**src/rtl/dff_char_sweep_fsm_if.sv**
```systemverilog
// Result channel of the DFF characterization sequencer: one (channel, edge) record per transfer.
// Valid holds with stable fields until ready; the transfer happens on the valid&ready cycle.
interface dff_char_sweep_fsm_if #(
  parameter int N_CH      = 4,
  parameter int DAT_DLY_W = 8
);
  localparam int CW = (N_CH > 1) ? $clog2(N_CH) : 1;

  logic                 res_valid;
  logic                 res_ready;
  logic [CW-1:0]        res_ch;
  logic                 res_edge;
  logic                 res_found;
  logic [DAT_DLY_W-1:0] res_code;

  modport master (
    output res_valid, res_ch, res_edge, res_found, res_code,
    input  res_ready
  );

  modport slave (
    input  res_valid, res_ch, res_edge, res_found, res_code,
    output res_ready
  );
endinterface

```
**src/rtl/dff_char_sweep_fsm.sv**
```systemverilog
// Sweeps the D-path delay per enabled channel and edge, finding the first code where the captured Q is wrong.
// One result per (channel, edge); the sweep stalls in REPORT while the result port is not ready.
module dff_char_sweep_fsm #(
  parameter int N_CH       = 4,
  parameter int REF_DLY_W  = 9,
  parameter int DAT_DLY_W  = 8,
  parameter int N_REP      = 4,
  parameter int SETTLE_CYC = 4,
  parameter int Q_LAT      = 2,
  localparam int CW        = (N_CH > 1) ? $clog2(N_CH) : 1
) (
  input  logic                 i_clk,
  input  logic                 i_rst,
  input  logic                 i_start,
  input  logic                 i_abort,
  input  logic [N_CH-1:0]      i_ch_mask,
  input  logic [REF_DLY_W-1:0] i_ref_dly,
  input  logic [DAT_DLY_W-1:0] i_dat_min,
  input  logic [DAT_DLY_W-1:0] i_dat_max,
  input  logic                 i_q,
  output logic                 o_mode,
  output logic [REF_DLY_W-1:0] o_ref_dly_sel,
  output logic [DAT_DLY_W-1:0] o_dat_dly_sel,
  output logic [CW-1:0]        o_mux_sel,
  output logic                 o_launch,
  output logic                 o_busy,
  output logic                 o_done,
  dff_char_sweep_fsm_if.master res
);

  localparam int TMAX = (SETTLE_CYC > Q_LAT) ? SETTLE_CYC : Q_LAT;
  localparam int TW   = $clog2(TMAX + 1);
  localparam int RW   = (N_REP > 1) ? $clog2(N_REP) : 1;

  typedef enum logic [3:0] {
    IDLE, NEXT_CH, PRESET, P_SETTLE, P_LAUNCH, P_WAIT,
    T_SETTLE, T_LAUNCH, T_WAIT, EVAL, REPORT, DONE
  } state_t;

  state_t               state_q, state_n;
  logic [N_CH-1:0]      mask_q, mask_n;
  logic [N_CH-1:0]      done_q, done_n;
  logic [REF_DLY_W-1:0] ref_q, ref_n;
  logic [DAT_DLY_W-1:0] min_q, min_n;
  logic [DAT_DLY_W-1:0] max_q, max_n;
  logic [CW-1:0]        ch_q, ch_n;
  logic                 edge_q, edge_n;
  logic [DAT_DLY_W-1:0] code_q, code_n;
  logic [RW-1:0]        rep_q, rep_n;
  logic [TW-1:0]        cnt_q, cnt_n;
  logic                 fail_q, fail_n;
  logic                 rfound_q, rfound_n;
  logic [DAT_DLY_W-1:0] rcode_q, rcode_n;

  logic                 have_ch;
  logic [CW-1:0]        pick_ch;

  // Lowest enabled channel not yet characterized.
  always_comb begin
    have_ch = 1'b0;
    pick_ch = '0;
    for (int i = N_CH - 1; i >= 0; i--) begin
      if (mask_q[i] && !done_q[i]) begin
        have_ch = 1'b1;
        pick_ch = CW'(i);
      end
    end
  end

  always_comb begin
    state_n  = state_q;
    mask_n   = mask_q;
    done_n   = done_q;
    ref_n    = ref_q;
    min_n    = min_q;
    max_n    = max_q;
    ch_n     = ch_q;
    edge_n   = edge_q;
    code_n   = code_q;
    rep_n    = rep_q;
    cnt_n    = cnt_q;
    fail_n   = fail_q;
    rfound_n = rfound_q;
    rcode_n  = rcode_q;

    case (state_q)
      IDLE: begin
        if (i_start) begin
          mask_n  = i_ch_mask;
          ref_n   = i_ref_dly;
          min_n   = i_dat_min;
          max_n   = i_dat_max;
          done_n  = '0;
          state_n = NEXT_CH;
        end
      end
      NEXT_CH: begin
        if (!have_ch) begin
          state_n = DONE;
        end else begin
          ch_n   = pick_ch;
          edge_n = 1'b0;
          code_n = min_q;
          rep_n  = '0;
          fail_n = 1'b0;
          cnt_n  = '0;
          if (min_q > max_q) begin
            // Empty range: report not-found at dat_min without launching.
            rfound_n = 1'b0;
            rcode_n  = min_q;
            state_n  = REPORT;
          end else begin
            state_n = PRESET;
          end
        end
      end
      PRESET: begin
        cnt_n   = '0;
        state_n = P_SETTLE;
      end
      P_SETTLE: begin
        if (cnt_q == TW'(SETTLE_CYC - 1)) begin
          cnt_n   = '0;
          state_n = P_LAUNCH;
        end else begin
          cnt_n = cnt_q + TW'(1);
        end
      end
      P_LAUNCH: begin
        cnt_n   = '0;
        state_n = P_WAIT;
      end
      P_WAIT: begin
        if (cnt_q == TW'(Q_LAT - 1)) begin
          cnt_n   = '0;
          state_n = T_SETTLE;
        end else begin
          cnt_n = cnt_q + TW'(1);
        end
      end
      T_SETTLE: begin
        if (cnt_q == TW'(SETTLE_CYC - 1)) begin
          cnt_n   = '0;
          state_n = T_LAUNCH;
        end else begin
          cnt_n = cnt_q + TW'(1);
        end
      end
      T_LAUNCH: begin
        cnt_n   = '0;
        state_n = T_WAIT;
      end
      T_WAIT: begin
        if (cnt_q == TW'(Q_LAT - 1)) begin
          cnt_n = '0;
          if (i_q != ~edge_q) begin
            fail_n = 1'b1;
          end
          if (rep_q == RW'(N_REP - 1)) begin
            state_n = EVAL;
          end else begin
            rep_n   = rep_q + RW'(1);
            state_n = PRESET;
          end
        end else begin
          cnt_n = cnt_q + TW'(1);
        end
      end
      EVAL: begin
        if (fail_q) begin
          rfound_n = 1'b1;
          rcode_n  = code_q;
          state_n  = REPORT;
        end else if (code_q == max_q) begin
          // Reaching max stops the sweep, so the counter never wraps.
          rfound_n = 1'b0;
          rcode_n  = max_q;
          state_n  = REPORT;
        end else begin
          code_n  = code_q + DAT_DLY_W'(1);
          rep_n   = '0;
          fail_n  = 1'b0;
          state_n = PRESET;
        end
      end
      REPORT: begin
        if (res.res_ready) begin
          if (!edge_q) begin
            edge_n = 1'b1;
            code_n = min_q;
            rep_n  = '0;
            fail_n = 1'b0;
            if (min_q > max_q) begin
              rcode_n = min_q;
              state_n = REPORT;
            end else begin
              state_n = PRESET;
            end
          end else begin
            done_n[ch_q] = 1'b1;
            state_n      = NEXT_CH;
          end
        end
      end
      DONE: begin
        state_n = IDLE;
      end
      default: begin
        state_n = IDLE;
      end
    endcase

    // Abort discards the run entirely, including any pending result.
    if (state_q != IDLE && i_abort) begin
      state_n  = IDLE;
      mask_n   = '0;
      done_n   = '0;
      ref_n    = '0;
      min_n    = '0;
      max_n    = '0;
      ch_n     = '0;
      edge_n   = 1'b0;
      code_n   = '0;
      rep_n    = '0;
      cnt_n    = '0;
      fail_n   = 1'b0;
      rfound_n = 1'b0;
      rcode_n  = '0;
    end
  end

  always_ff @(posedge i_clk or posedge i_rst) begin
    if (i_rst) begin
      state_q  <= IDLE;
      mask_q   <= '0;
      done_q   <= '0;
      ref_q    <= '0;
      min_q    <= '0;
      max_q    <= '0;
      ch_q     <= '0;
      edge_q   <= 1'b0;
      code_q   <= '0;
      rep_q    <= '0;
      cnt_q    <= '0;
      fail_q   <= 1'b0;
      rfound_q <= 1'b0;
      rcode_q  <= '0;
    end else begin
      state_q  <= state_n;
      mask_q   <= mask_n;
      done_q   <= done_n;
      ref_q    <= ref_n;
      min_q    <= min_n;
      max_q    <= max_n;
      ch_q     <= ch_n;
      edge_q   <= edge_n;
      code_q   <= code_n;
      rep_q    <= rep_n;
      cnt_q    <= cnt_n;
      fail_q   <= fail_n;
      rfound_q <= rfound_n;
      rcode_q  <= rcode_n;
    end
  end

  // Preset drives D to the opposite of the target at dat_min; test drives the target at the swept code.
  always_comb begin
    o_mode        = 1'b0;
    o_dat_dly_sel = '0;
    case (state_q)
      PRESET, P_SETTLE, P_LAUNCH, P_WAIT: begin
        o_mode        = edge_q;
        o_dat_dly_sel = min_q;
      end
      T_SETTLE, T_LAUNCH, T_WAIT, EVAL: begin
        o_mode        = ~edge_q;
        o_dat_dly_sel = code_q;
      end
      default: begin
        o_mode        = 1'b0;
        o_dat_dly_sel = '0;
      end
    endcase
  end

  assign o_launch      = (state_q == P_LAUNCH) || (state_q == T_LAUNCH);
  assign o_busy        = (state_q != IDLE) && (state_q != DONE);
  assign o_done        = (state_q == DONE);
  assign o_ref_dly_sel = (state_q == IDLE) ? '0 : ref_q;
  assign o_mux_sel     = (state_q == IDLE) ? '0 : ch_q;

  assign res.res_valid = (state_q == REPORT);
  assign res.res_ch    = (state_q == REPORT) ? ch_q : '0;
  assign res.res_edge  = (state_q == REPORT) ? edge_q : 1'b0;
  assign res.res_found = (state_q == REPORT) ? rfound_q : 1'b0;
  assign res.res_code  = (state_q == REPORT) ? rcode_q : '0;

endmodule
```
**src/flat_wrapper.sv**
```systemverilog
// flat-port wrapper written by rule: the top's interface ports become plain ports
module dff_char_sweep_fsm_flat 
#(
  parameter int N_CH       = 4,
  parameter int REF_DLY_W  = 9,
  parameter int DAT_DLY_W  = 8,
  parameter int N_REP      = 4,
  parameter int SETTLE_CYC = 4,
  parameter int Q_LAT      = 2,
  localparam int CW        = (N_CH > 1) ? $clog2(N_CH) : 1
)
  (i_clk, i_rst, i_start, i_abort, i_ch_mask, i_ref_dly, i_dat_min, i_dat_max, i_q, o_mode, o_ref_dly_sel, o_dat_dly_sel, o_mux_sel, o_launch, o_busy, o_done, res_res_valid, res_res_ch, res_res_edge, res_res_found, res_res_code, res_res_ready);
  dff_char_sweep_fsm_if #(.N_CH(N_CH), .DAT_DLY_W(DAT_DLY_W)) res_i ();
  input  logic i_clk;
  input  logic i_rst;
  input  logic i_start;
  input  logic i_abort;
  input  logic [N_CH-1:0] i_ch_mask;
  input  logic [REF_DLY_W-1:0] i_ref_dly;
  input  logic [DAT_DLY_W-1:0] i_dat_min;
  input  logic [DAT_DLY_W-1:0] i_dat_max;
  input  logic i_q;
  output logic o_mode;
  output logic [REF_DLY_W-1:0] o_ref_dly_sel;
  output logic [DAT_DLY_W-1:0] o_dat_dly_sel;
  output logic [CW-1:0] o_mux_sel;
  output logic o_launch;
  output logic o_busy;
  output logic o_done;
  output wire logic [$bits(res_i.res_valid)-1:0] res_res_valid;
  output wire logic [$bits(res_i.res_ch)-1:0] res_res_ch;
  output wire logic [$bits(res_i.res_edge)-1:0] res_res_edge;
  output wire logic [$bits(res_i.res_found)-1:0] res_res_found;
  output wire logic [$bits(res_i.res_code)-1:0] res_res_code;
  input wire logic [$bits(res_i.res_ready)-1:0] res_res_ready;
  assign res_res_valid = res_i.res_valid;
  assign res_res_ch = res_i.res_ch;
  assign res_res_edge = res_i.res_edge;
  assign res_res_found = res_i.res_found;
  assign res_res_code = res_i.res_code;
  assign res_i.res_ready = res_res_ready;
  dff_char_sweep_fsm #(.N_CH(N_CH), .REF_DLY_W(REF_DLY_W), .DAT_DLY_W(DAT_DLY_W), .N_REP(N_REP), .SETTLE_CYC(SETTLE_CYC), .Q_LAT(Q_LAT)) u_core (.i_clk(i_clk), .i_rst(i_rst), .i_start(i_start), .i_abort(i_abort), .i_ch_mask(i_ch_mask), .i_ref_dly(i_ref_dly), .i_dat_min(i_dat_min), .i_dat_max(i_dat_max), .i_q(i_q), .o_mode(o_mode), .o_ref_dly_sel(o_ref_dly_sel), .o_dat_dly_sel(o_dat_dly_sel), .o_mux_sel(o_mux_sel), .o_launch(o_launch), .o_busy(o_busy), .o_done(o_done), .res(res_i));
endmodule
```
**config.mk**
```make
export PLATFORM = sky130hd
export DESIGN_NAME = dff_char_sweep_fsm_flat
export DESIGN_NICKNAME = d
export VERILOG_FILES = /design/src/rtl/dff_char_sweep_fsm_if.sv /design/src/rtl/dff_char_sweep_fsm.sv /design/src/flat_wrapper.sv
export SDC_FILE = /design/constraint.sdc
export NUM_CORES = 1
export LEC_CHECK = 0
export BUFFER_PORTS_ARGS = -buffer_cell sky130_fd_sc_hd__buf_2
export CORE_MARGIN = 3
export CORE_UTILIZATION = 37
export CTS_BUF_LIST = sky130_fd_sc_hd__clkbuf_4 sky130_fd_sc_hd__clkbuf_8
export DETAILED_ROUTE_END_ITERATION = 10
export MAX_ROUTING_LAYER = met4
export PLACE_DENSITY = 0.68
export REMOVE_ABC_BUFFERS = 1
export SLEW_MARGIN = 30
export SYNTH_ARGS = -nofsm -noshare
export SYNTH_HDL_FRONTEND = slang
export SYNTH_SLANG_ARGS = --single-unit
```
**constraint.sdc**
```tcl
create_clock -name i_clk -period 3.9 [get_ports i_clk]
set_input_delay 0.78 -clock i_clk [delete_from_list [all_inputs] [get_ports i_clk]]
set_output_delay 0.78 -clock i_clk [all_outputs]
set_load 0.01 [all_outputs]
```
Word level (Yosys, flattened, before mapping)
Cells that the tools add are included.
W data, S select, Z words.

storage, ports and cells
  register bits after elaboration = 63
  input port bits = 35
  output and inout bits = 36
  word-level logic and storage cells = 192

operators by class
  add/sub/neg operators = 3
  order comparisons = 3
  eq/ne operators = 32
  muxes and demuxes = 98
  bitwise logic cells = 2
  reduce and logical (&&, ||, !) cells = 40

operators with widths
  operator               count
  $mux W8                20
  $mux W4                20
  $pmux W8 S3            2
  $pmux W4 S11           1
  $mux W9                4
  $mux W2                17
  $ne A3 B1 Y1 const B   9
  $mux W1                21
  $reduce_and A6 Y1      3
  $eq A4 B3 Y1 const B   4
  $eq A4 B4 Y1 const B   4
  $pmux W8 S2            1
  $mux W3                4
  $ne A3 B3 Y1 const B   4
  $pmux W3 S4            1
  $reduce_bool A5 Y1     2
  $reduce_bool A3 Y1     3
  $add A8 B1 Y8 const B  1
  $eq A4 B2 Y1 const B   2
  $eq A8 B8 Y1           1
  $gt A8 B8 Y1           1
  $pmux W2 S4            1
  $pmux W4 S2            1
  $reduce_and A4 Y1      2
  30 further kinds       49

Depth between registers and ports, before layout
Gate-level depths: netlist of run 1.

  word-level depth = 9
  gate-level depth with buffers = 9
  mapped depth without buffers = 8

Worst setup path before layout of run 1
OpenSTA, ideal clock, no wires.

  path type = flip-flop to output port
  start = register u_core.state_q[3]
  end = output port o_launch
  arrival = 1.555 ns
  data required time = 3.120 ns
  path slack = 1.565 ns
  stages on the path, launching flop included = 6
  buffers on the path = 4
  path through = dfrtp_1 buf_2 buf_2 buf_1 clkbuf_1 nor4b_1

between the ends
  longest elaborated chain between the ends = 2
  elaborated cells on any way between the ends = 3
  classes of those cells = 2 x eq/ne; 1 x reduce/logical

ends and longest elaborated chain
  what                      line                       text
  start: declaration        dff_char_sweep_fsm.sv:40   state_t state_q, state_n;
  start signal: assignment  dff_char_sweep_fsm.sv:249  state_q <= state_n;
  $eq A4 B3 Y1              dff_char_sweep_fsm.sv:286  assign o_launch = (state_q == P_LAUNCH) || (state_q == T_LAUNCH);
  $logic_or A1 B1 Y1 (*)    dff_char_sweep_fsm.sv:286
  end: declaration          flat_wrapper.sv:27         output logic o_launch;

Every way passes the cells marked *; elsewhere a longest branch is shown, timed or not.

Final worst setup path of run 1
  start = register u_core.state_q[2]
  end = output port o_dat_dly_sel[3]

between the ends
  longest elaborated chain between the ends = 3
  elaborated cells on any way between the ends = 11
  classes of those cells = 8 x eq/ne; 1 x mux; 2 x reduce/logical

ends and longest elaborated chain
  what                                  line                       text
  $eq A4 B3 Y1 (tied with other cells)  dff_char_sweep_fsm.sv:270  case (state_q)
  $reduce_or A4 Y1                      dff_char_sweep_fsm.sv:270
  $pmux W8 S2 (*)                       dff_char_sweep_fsm.sv:270
  end: declaration                      flat_wrapper.sv:25         output logic [DAT_DLY_W-1:0] o_dat_dly_sel;

Marked as above.

==> run_results.csv, run 1 <==
group,metric,value,unit
worst_setup_path,cp_slowest_stage_delay,0.97,ns
placement,gp_congestion,0.892,
placement,dp.cells,650,
layout,final_cell_count_no_fill,666,
global_route,grt_max_degree,44,
worst_setup_path,startpoint_type,"flip-flop",
synth,synth.avg_cell_area,9.13,sq um
worst_setup_path,crit_chain,"xor2_1 > a22oi_1 > o21ai_0 > buf_2",
power,peakVddDrop,0.000364,V
worst_setup_path,r2r_start,"u_core.state_q[1]",
layout,multi_input_area,0.00243,sq mm
synth,synth_cell_types,69,
detailed_routing,avgViaCountPerCell,5.63,
global_route,use_met3,2.60,%
global_route,grt_pass1_wl,18700,microns
floorplan,die-area,0.0129,sq mm
timing,worstMarginPinSlew,0.939,ns
floorplan,ios,71,
worst_setup_path,cp-startpoint,"u_core.state_q[2]",
layout,drive_gt1_share,24.3,%
layout,synthToLayoutAreaGrowth,13.8,%
worst_setup_path,worstSetupPathType,"flip-flop to primary output",
detailed_routing,totalWireLength,11500,microns
timing,clock.fmax,0.312,GHz
floorplan,fp-row-count,38,
detailed_routing,drc,0,
worst_setup_path,worstPathMaxFanout,25,
power,power_density,831,mW/mm^2
clock_tree,cts_buffer_depth,2,
timing,hold_viol,0,
global_route,antenna_found_initial,0,
min_path,hold_class,"flip-flop to flip-flop",
min_path,min_to,"u_core.rep_q[0]",
outcome,status,"finished clean",
clock_tree,cts_setup_buffers,0,
timing,timing.setup.tns,0,ns
layout,nFillCells,1109,
clock_tree,cts_tree,"yes",
floorplan,die_w,114,microns
clock_tree,holdBufCountCts,0,
detailed_routing,drt-pass1-iter-count,6,
clock_tree,htreeDepth,3,
synth,netlist_instances,469,
worst_setup_path,reg2reg_slack,1.00,ns
placement,port-buffer-count,70,
layout,most-common-layout-cells,"70 x buf_2, 63 x dfrtp_1, 50 x nand2_1, 40 x a22o_1, 35 x o21ai_0",
floorplan,placeableCoreArea,0.0111,sq mm
global_route,overflow,0,
min_path,hold_start,"u_core.rep_q[0]",
placement,place_area,0.00467,sq mm
min_path,worstHoldPathCells,1,
clock_tree,clockRootBuffer,"clkbuf_8",
worst_setup_path,crit_required,3.12,ns
timing,period_share,82.1,%
layout,layout_commonest_cell,"buf_2",
timing,skew,0.0105,ns
detailed_routing,drtAntennaViolNets,0,
clock_tree,ctsResizeCount,0,
timing,rsz0062_at_grt,"false",
clock_tree,clkLatencyLatePin,0.36,ns
run,maxCapViolCount,0,
timing,drv_slew,0,
layout,n_antenna_cell,0,
clock_tree,clock-sinks,63,
layout,ff_latch_area,0.00158,sq mm
synth,yosysWarningCount,0,
global_route,top_usage_layer,"met2",
floorplan,start_util,38.7,%
timing,setup_viol,0,
clock_tree,cts-buffers-inserted,9,
floorplan,die_h,114,microns
worst_setup_path,end_kind,"primary output",
synth,synth_top_area_cell,"dfrtp_1",
detailed_routing,vias,3747,
layout,final_area,0.00487,sq mm
timing,period_needed,3.20,ns
synth,synth_area,0.00428,sq mm
timing,relSlewSlack,37.4,%
synth,synthFlopType,"dfrtp_1",
synth,synth_edf_count,0,
synth,yosysSeqAreaShare,36.8,%
layout,finalNetCount,571,
worst_setup_path,cp.arrival,2.42,ns
worst_setup_path,rr_worst_depth,6,
detailed_routing,drt_iter0_drc,304,
global_route,use_met1,26.7,%
power,p_leak,2.31,nW
synth,ys_ff_latch,63,
clock_tree,clkTransAtPathRegs,0.08,ns
global_route,grt_pass1_vias,3604,
detailed_routing,routed_wire_length_per_instance,17.2,microns
worst_setup_path,rr_endpoint,"u_core.code_q[6]",
synth,synthArstFlopShare,100,%
worst_setup_path,slowest_stage,"dfrtp_1",
synth,yosys.area.top_type_share,36.8,%
global_route,track_usage,18.7,%
placement,dp_hpwl,8400,microns
global_route,gr-usage-met2,27.3,%
synth,synth_area_leaders,"dfrtp_1 37%, a22o_1 8.2%, ha_1 4.4%",
## metal layers
metal	vias to the layer above	part of all wire (%)	wire length (microns)
li1	1798	-	-
met1	1784	47	5450
met2	156	44	5110
met3	9	6.7	768
met4	0	1.3	148
met5	-	0	0
## logic make-up after synthesis
group	Yosys count	share of synthesized area, %
flip-flops	63	36.8
AO/OA/AOI/OAI	144	24.2
AND/OR/NAND/NOR	160	20.5
buffers and inverters	57	6.51
adder cells (fa/ha/maj)	15	4.38
XOR/XNOR	11	2.25
multiplexers	19	5.43
## cell usage after synthesis (8+ instances only)
library cell	n
o21ai_0	35
ha_1	15
a22oi_1	8
mux2_4	8
clkbuf_1	14
a22o_1	40
dfrtp_1	63
nor2b_1	16
inv_1	19
a21oi_1	21
buf_2	13
mux2i_1	9
and3_1	17
nand2_1	50
nand2b_1	9
xnor2_1	8
nor2_1	30
## worst max-delay path by stage
stage,slack (ns),endpoint,cells past startpoint
floorplan,0.70,u_core.done_q[0],4
global placement,1.16,u_core.code_q[6],6
detailed placement,0.99,u_core.code_q[6],6
CTS,0.75,o_mode,4
global route,0.58,o_mode,4
finish,0.70,o_dat_dly_sel[3],4
## worst max-delay path: cells and delay by family, from the launching register on
family                    cells  cell delay [ns]
xor gates and xnor gates      1             0.53
DFF                           1             0.97
buffers and inverters         1             0.17
AOI/OAI and AO/OA             2             0.39
## layout make-up
cell class              count  area share [%]
clock inverters             7            1.67
flip-flops and latches     63            32.3
multi-input cells         349            49.9
repair buffers             78            8.42
well taps                 140            3.59
inverters                  20            1.57
clock buffers               9            2.54
## state kept, by name, summed over array words and instances (netlist names)
name / cells
u_core.code_q: 8
u_core.fail_q: 1
u_core.done_q: 4
u_core.max_q: 8
u_core.cnt_q: 3
u_core.ch_q: 2
u_core.rcode_q: 8
u_core.rfound_q: 1
u_core.edge_q: 1
u_core.ref_q: 9
u_core.min_q: 8
u_core.rep_q: 2
u_core.state_q: 4
u_core.mask_q: 4
## through the flow
| stage | setup slack [ns] | power (W) | util, % | hold WS, ns |
|---|---|---|---|---|
| global route | 0.584 | 0.00437 | 44.0 | 0.514 |
| global placement | 1.16 | 0.00335 | 42.1 | 0.466 |
| detailed placement | 0.988 | 0.00343 | 42.1 | 0.478 |
| floorplan | 0.700 | 0.00275 | - | 0.457 |
| finish | 0.697 | 0.00405 | 44.0 | 0.488 |
| CTS | 0.750 | 0.00404 | 44.0 | 0.492 |
## power by group
group | total [W] | switching, W | internal [W]
sequential | 0.00129 | 0.000402 | 0.000891
clock | 0.000603 | 0.000301 | 0.000303
combinational | 0.00215 | 0.00122 | 0.000938
total | 0.00405 | 0.00192 | 0.00213
Note: power is estimated with default switching activity, not from simulation.
==> run 2: changes to the inputs <==
clock period = 3 ns   (was 3.9 ns; I/O delays follow)
==> run 2 against run 1 <==
Compared with the run above: clock-buffer cell count is the same; global-route usage increased by 0.10 points; cell count is 0.60% higher; highest routed layer unchanged; critical path type unchanged; critical endpoint is now o_mode; sequential power is 26% higher; utilization increased by 0.56 points; non-clock buffer count increased by 4; clock power rose by 39%.
==> run_results.csv, run 2 (same netlist as run 1, synthesis figures left out) <==
group,metric,value,unit
floorplan,die_w,114,microns
global_route,antenna_found_initial,0,
worst_setup_path,end_kind,"primary output",
global_route,grt_pass1_vias,3674,
run,maxCapViolCount,0,
timing,drv_slew,0,
clock_tree,clock-sinks,63,
clock_tree,cts_tree,"yes",
detailed_routing,drt-pass1-iter-count,5,
clock_tree,ctsResizeCount,0,
layout,regMostFlops,"u_core.ref_q",
layout,synthToLayoutAreaGrowth,15.2,%
timing,fin_ws,0.201,ns
timing,clock.fmax,0.357,GHz
timing,worstMarginPinSlew,0.674,ns
detailed_routing,drc,0,
power,p_leak,2.34,nW
layout,n_antenna_cell,0,
detailed_routing,totalWireLength,11400,microns
global_route,grt_pass1_wl,18900,microns
placement,dp_hpwl,8440,microns
layout,layout_commonest_cell,"buf_2",
global_route,track_usage,18.8,%
timing,rsz0062_at_grt,"false",
floorplan,die-area,0.0129,sq mm
clock_tree,clockRootBuffer,"clkbuf_8",
layout,finalNetCount,575,
timing,timing.setup.tns,0,ns
floorplan,ios,71,
timing,setup_viol,0,
timing,period_share,93.3,%
detailed_routing,drt_iter0_drc,323,
timing,hold_viol,0,
global_route,grt_max_degree,35,
detailed_routing,routed_wire_length_per_instance,17.1,microns
worst_setup_path,startpoint_type,"flip-flop",
layout,drive_gt1_share,24.9,%
floorplan,start_util,38.7,%
clock_tree,htreeDepth,3,
min_path,hold_class,"input pin to asynchronous set/reset pin",
clock_tree,cts-buffers-inserted,9,
power,peakVddDrop,0.000453,V
floorplan,fp-row-count,38,
detailed_routing,drtAntennaViolNets,0,
detailed_routing,avgViaCountPerCell,5.63,
placement,dp.cells,654,
layout,final_cell_count_no_fill,670,
clock_tree,clkLatencyLatePin,0.35,ns
placement,gp_congestion,0.963,
placement,port-buffer-count,70,
clock_tree,cts_setup_buffers,0,
detailed_routing,vias,3774,
layout,largest_reg_flops,9,
timing,period_needed,2.80,ns
floorplan,die_h,114,microns
worst_setup_path,worstSetupPathType,"flip-flop to primary output",
outcome,status,"finished clean",
power,power_density,1090,mW/mm^2
floorplan,placeableCoreArea,0.0111,sq mm
layout,most-common-layout-cells,"70 x buf_2, 63 x dfrtp_1, 50 x nand2_1, 40 x a22o_1, 35 x o21ai_0",
worst_setup_path,crit_required,2.40,ns
clock_tree,holdBufCountCts,0,
clock_tree,clkTransAtPathRegs,0.08,ns
global_route,overflow,0,
worst_setup_path,cp.arrival,2.20,ns
clock_tree,cts_buffer_depth,2,
worst_setup_path,worstPathMaxFanout,14,
placement,post-place-ws,0.597,ns
timing,skew,0.00763,ns
timing,relSlewSlack,55.1,%
layout,nFillCells,1091,
timing,worst_hold_slack,0.341,ns
## run 2: per-layer routing
layer  GRT usage (%)  vias to the layer above  wire (microns)
met2            26.3                      157            4970
met1            27.0                     1798            5480
met4            7.45                        0             229
li1                -                     1795               -
met3            3.34                       24             766
met5               -                        -               0
## run 2: final cells by class
| type | count | area [sq um] | share of cell area (%) |
|---|---|---|---|
| multi-input combinational | 349 | 2430 | 49.3 |
| sequential | 63 | 1580 | 31.9 |
| timing repair buffer | 82 | 453 | 9.18 |
| tap | 140 | 175 | 3.55 |
| clock buffer | 9 | 124 | 2.51 |
| clock inverter | 7 | 97.6 | 1.98 |
| inverter | 20 | 75.1 | 1.52 |
## run 2: metrics by stage
stage	power (W)	utilization, %	area, sq um
after floorplan	0.00358	-	4080
final	0.00536	44.6	4940
after detailed placement	0.00450	42.6	4710
after CTS	0.00536	44.6	4940
after global placement	0.00442	42.5	4710
after global routing	0.00577	44.6	4940
## run 2: worst paths after layout
path / startpoint / end / slack, ns / cells after the start
min: i_rst / u_core.done_q[0] / 0.34 / 2
max: u_core.state_q[2] / o_mode / 0.20 / 4
max in group asynchronous: i_rst / u_core.rcode_q[7] / 2.05 / 3
max reg2reg: u_core.max_q[5] / u_core.rcode_q[7] / 0.59 / 8
min reg2reg: u_core.rep_q[0] / u_core.rep_q[0] / 0.49 / 1
min in group i_clk: i_dat_min[0] / u_core.min_q[0] / 0.47 / 3
## run 2: power by group
group          internal [W]  leakage [nW]  total, W  switching [W]
logic               0.00125          1.38   0.00289        0.00164
registers           0.00116         0.851   0.00163       0.000472
clock network      0.000469         0.105  0.000841       0.000372
total               0.00288          2.34   0.00536        0.00249
## run 2: critical path, stage by stage (launching register included)
cell,delay [ns]
dfrtp_1,0.71
xor2_1,0.53
a21oi_1,0.14
o32ai_1,0.24
buf_2,0.22
